<file path="config.mk">
export PLATFORM = sky130hd
export DESIGN_NAME = if_fetch
export DESIGN_NICKNAME = d
export VERILOG_FILES = /design/src/rtl/if_fetch_pkg.sv /design/src/rtl/if_fetch.sv
export SDC_FILE = /design/constraint.sdc
export NUM_CORES = 1
export LEC_CHECK = 0
export ABC_AREA = 1
export BUFFER_PORTS_ARGS = -buffer_cell sky130_fd_sc_hd__buf_2
export CAP_MARGIN = 40
export CORE_UTILIZATION = 35
export CTS_BUF_LIST = sky130_fd_sc_hd__clkbuf_2
export CTS_CLUSTER_DIAMETER = 30
export DETAILED_ROUTE_END_ITERATION = 7
export PLACE_DENSITY = 0.53
export REMOVE_ABC_BUFFERS = 1
export SLEW_MARGIN = 10
export SYNTH_ARGS = -nofsm -noshare
export SYNTH_HDL_FRONTEND = slang
export SYNTH_SLANG_ARGS = --single-unit
</file>
<file path="constraint.sdc">
create_clock -name clk -period 5.7 [get_ports clk]
set_input_delay 0.285 -clock clk [delete_from_list [all_inputs] [get_ports clk]]
set_output_delay 0.285 -clock clk [all_outputs]
set_load 0.01 [all_outputs]
</file>
<file path="src/rtl/if_fetch_pkg.sv">
// Shared fetch-stage definitions: FSM state encodings and default reset/bubble constants.
package if_fetch_pkg;

  typedef enum logic [1:0] {
    IF_IDLE = 2'd0,
    IF_REQ  = 2'd1,
    IF_HOLD = 2'd2,
    IF_KILL = 2'd3
  } if_state_e;

  localparam logic [31:0] DEFAULT_RESET_PC = 32'h0000_0000;
  localparam logic [31:0] DEFAULT_NOP_INST = 32'h0000_0013;

  function automatic logic [31:0] align_word(input logic [31:0] addr);
    return {addr[31:2], 2'b00};
  endfunction

endpackage

</file>
<file path="src/rtl/if_fetch.sv">
// Instruction-fetch front end: architectural PC, single-outstanding imem fetch,
// valid/ready presentation to decode, and redirect handling with in-flight squash.
module if_fetch
  import if_fetch_pkg::*;
#(
  parameter logic [31:0] RESET_PC = DEFAULT_RESET_PC,
  parameter logic [31:0] NOP_INST = DEFAULT_NOP_INST
) (
  input  logic        clk,
  input  logic        rst,
  input  logic        redirect_i,
  input  logic [31:0] redirect_pc_i,
  output logic        imem_req_o,
  output logic [31:0] imem_addr_o,
  input  logic        imem_ack_i,
  input  logic [31:0] imem_rdata_i,
  output logic        inst_valid_o,
  input  logic        inst_ready_i,
  output logic [31:0] inst_o,
  output logic [31:0] pc_o
);

  if_state_e   state;
  logic [31:0] pc_q;
  logic [31:0] addr_q;
  logic [31:0] inst_q;
  logic [31:0] target;
  logic [31:0] pc_inc;

  assign target = align_word(redirect_pc_i);
  assign pc_inc = pc_q + 32'd4;

  always_ff @(posedge clk or posedge rst) begin
    if (rst) begin
      state  <= IF_IDLE;
      pc_q   <= RESET_PC;
      addr_q <= RESET_PC;
      inst_q <= NOP_INST;
    end else begin
      case (state)
        IF_IDLE: begin
          // Any stray ack seen here belongs to a request killed by reset.
          if (redirect_i) begin
            pc_q   <= target;
            addr_q <= target;
          end
          state <= IF_REQ;
        end
        IF_REQ: begin
          if (redirect_i) begin
            pc_q <= target;
            if (imem_ack_i) begin
              addr_q <= target;
              state  <= IF_REQ;
            end else begin
              // Old request is still on the bus; it must complete before refetching.
              state <= IF_KILL;
            end
          end else if (imem_ack_i) begin
            inst_q <= imem_rdata_i;
            state  <= IF_HOLD;
          end
        end
        IF_HOLD: begin
          if (redirect_i) begin
            pc_q   <= target;
            addr_q <= target;
            state  <= IF_REQ;
          end else if (inst_ready_i) begin
            pc_q   <= pc_inc;
            addr_q <= pc_inc;
            state  <= IF_REQ;
          end
        end
        IF_KILL: begin
          if (redirect_i) begin
            pc_q <= target;
            if (imem_ack_i) begin
              addr_q <= target;
              state  <= IF_REQ;
            end
          end else if (imem_ack_i) begin
            addr_q <= pc_q;
            state  <= IF_REQ;
          end
        end
        default: state <= IF_IDLE;
      endcase
    end
  end

  assign imem_req_o   = (state == IF_REQ) || (state == IF_KILL);
  assign imem_addr_o  = addr_q;
  assign inst_valid_o = (state == IF_HOLD);
  assign inst_o       = (state == IF_HOLD) ? inst_q : NOP_INST;
  assign pc_o         = pc_q;

endmodule

</file>
==> reports/summary.txt <==
Share of layout cells above drive strength 1: 17.97%
Clock sink count: 98
Die Wd: 141.3 microns
Gr ovfl total: 0
Synth cell types: 36
Worst R2R Start: state[0]
Post-synthesis mux area share: 0%
Most used DFF post-synth: dfrtp_1
Drt wl/cell: 14.93 microns
Post-CTS Setup Bufs: 0
Clock latency at the later pin of the worst-skew pair: 630 ps
Worst r2r dst: imem_addr_o[9]
I/O pins: 167
Setup slack, reg-to-reg: 2690 ps
H-tree depth: 3
Root Driver: clkbuf_2
Critical Path Source: state[0]
Die Ht: 141.3 microns
Routed WL: 22690 microns
Clock transition at path regs: 330 ps
Die Area: 0.01997 sq mm
Peak VDD IR: 0.0001663 V
Via density: 4.855
Multi-input gate area: 0.003582 sq mm
Crit Path Category: register to register
Slew HR: 41.60%
EDFF count, synth: 0
Flip-flop and latch area: 0.002456 sq mm
Max-cap violations: 0
Largest family of logic cells by synthesized area: simple AND/OR/NAND/NOR gates
Leak Pwr: 0.004403 uW
Core area: 0.01889 sq mm
Clk_skew: 56.65 ps
Slew of the pin with the lowest slew margin: 876.1 ps
Post-synthesis simple-gate area fraction: 34.33%
Sequential area share after synthesis: 36.15%
Ys Warns: 0
Fin crit share: 52.82%
Final total power: 2746 uW
Layout Cells excl Fill: 1520
Synth Area in Compound Gates: 18.18%
Reg2reg path depth: 10
Data arrival, critical path: 3570 ps
Power Density: 323.5 mW/mm^2
Post-synthesis adder-cell area fraction: 0.1842%
Cell count after placement: 1441
Starting Density: 35.96%
Crit path launch type: register
Fmax: 332.2 MHz
Crit path capture type: register
Register bit total from synthesis: 98
Vias in the first global route: 7028
TritonCTS clock tree: yes
Async set or reset register ratio after synthesis: 100.0%
CP Max Fanout: 65
Endpoints failing setup: 0
CTS Buffer Depth: 2
Setup TNS: 0 ps
Routed Antenna Nets: 0
Gpl congestion: 0.8506
# DRC: 0
DP Wirelength: 15010 microns
Synthesized area: 0.006794 sq mm
# port buffers: 164
First DRT Iteration DRCs: 467
Hold Crit Class: primary input to register
Hold Startpoint: redirect_pc_i[31]
FILL cells: 2047
Hold Path Depth: 5
Post-Syn Instances: 1066
First-pass GRT wire length: 37040 microns
Gr usage total: 23.65%
RSZ-0062 raised after global routing: false
Crit path required time: 6260 ps
Fin crit period: 3011 ps
Synth Area in XOR/XNOR: 0%
Outcome: finished, final reports clean
Largest net degree at the start of global routing: 80
Final hold violations: 0
Vias after detailed routing: 7380
Syn_area_per_cell: 6.373 sq um
Row count: 50
Nets: 1323
Antenna violations before repair: 2
Initial DRT Pass Iterations: 5
Area grow syn2layout: 24.94%
Post-CTS sizing: 0
TritonCTS Buffers: 9
Worst hold endpoint: pc_o[31]
Max Slew Vio Count: 0
[state kept, by name, indices dropped and copies added, names as in the netlist]
register     count
imem_addr_o     32
inst_q          32
pc_o            32
state            2
[per-layer routing]
layer,vias up,global-route usage [%],wire [microns]
met3,15,3.881,1427
met1,3321,32.32,10560
met4,0,6.178,253
met5,-,0,0
li1,3795,-,-
met2,249,38.72,10460
[worst max-delay path by stage]
stage | to | slack [ps] | cells after the start
floorplan | pc_o[21] | 2130 | 6
global placement | imem_addr_o[9] | 2720 | 9
detailed placement | imem_addr_o[9] | 2670 | 9
CTS | imem_addr_o[9] | 2690 | 10
global route | imem_addr_o[9] | 2400 | 10
finish | imem_addr_o[9] | 2690 | 10
[kinds of logic (layout without fill, tap and decap cells)]
group | Yosys count | in the layout
other cells | 0 | 2
fa+ha+maj | 1 | 1
compound gates | 216 | 216
simple gates | 569 | 569
buf+inv | 182 | 374
flops | 98 | 98
[placed cells by master, fill, tap and decap left out, types with 4 or more instances in the layout]
master / n
nand3_1: 47
nor2_4: 6
dfrtp_1: 95
dlygate4sd3_1: 61
clkbuf_2: 9
inv_1: 115
o21ai_1: 7
nand2_2: 4
o21ai_0: 81
a31oi_1: 19
inv_2: 5
a22oi_1: 5
nor3_1: 8
nor2_1: 128
o211ai_1: 23
buf_4: 8
nand2_1: 359
a21oi_1: 64
o2111ai_1: 5
buf_2: 164
nor2_2: 6
[area by class of cell]
class | instances | area share, %
clock buffer | 9 | 0.5307
inverter | 123 | 5.498
multi-input combinational | 786 | 42.20
antenna | 2 | 0.05896
sequential | 98 | 28.94
clock inverter | 7 | 0.7223
timing repair buffer | 235 | 18.22
tap | 260 | 3.833
[cell usage after synthesis, drive strengths merged (5+ instances only)]
library cell  count  share of area (%)
nand2           366                 21
nor2            141                8.9
a22oi             5               0.55
inv             122                6.8
nor3              8               0.59
buf              46                3.6
nand3            48                3.6
dfrtp            95                 35
o21ai            90                6.7
a21oi            64                4.7
o211ai           23                2.5
o2111ai           5               0.64
a31oi            19                1.7
clkbuf           13               0.72
[stage by stage]
| stage | util, % | setup slack [ps] | hold slack, ps | area, sq um |
|---|---|---|---|---|
| after detailed placement | 41.11 | 2668 | 307.7 | 7766 |
| after CTS | 44.90 | 2693 | 3.154 | 8483 |
| after floorplan | - | 2127 | 376.7 | 6500 |
| after global routing | 44.93 | 2405 | 33.28 | 8488 |
| after global placement | 40.81 | 2719 | 305.3 | 7711 |
| final | 44.93 | 2689 | 53.17 | 8488 |
[repair_timing]
item / in CTS / in global routing
setup endpoints to repair: 0 / 0
hold endpoints to repair: 120 / 0
hold buffers: 61 / 0
[where the power goes]
part	switching (uW)	internal, uW
clock	285	67.4
sequential	187	956
combinational	783	467
total	1260	1490
[worst max-delay path, cell delays in order (launching register included)]
cell and delay (ps):
dfrtp_1 650, inv_4 230, nand2_2 130, buf_4 620, nor2_2 80, nand2_1 130, nand2_2 380, inv_2 430
nand3_1 110, o21ai_0 100, a31oi_1 60
Power figures use the tool's default switching activity.
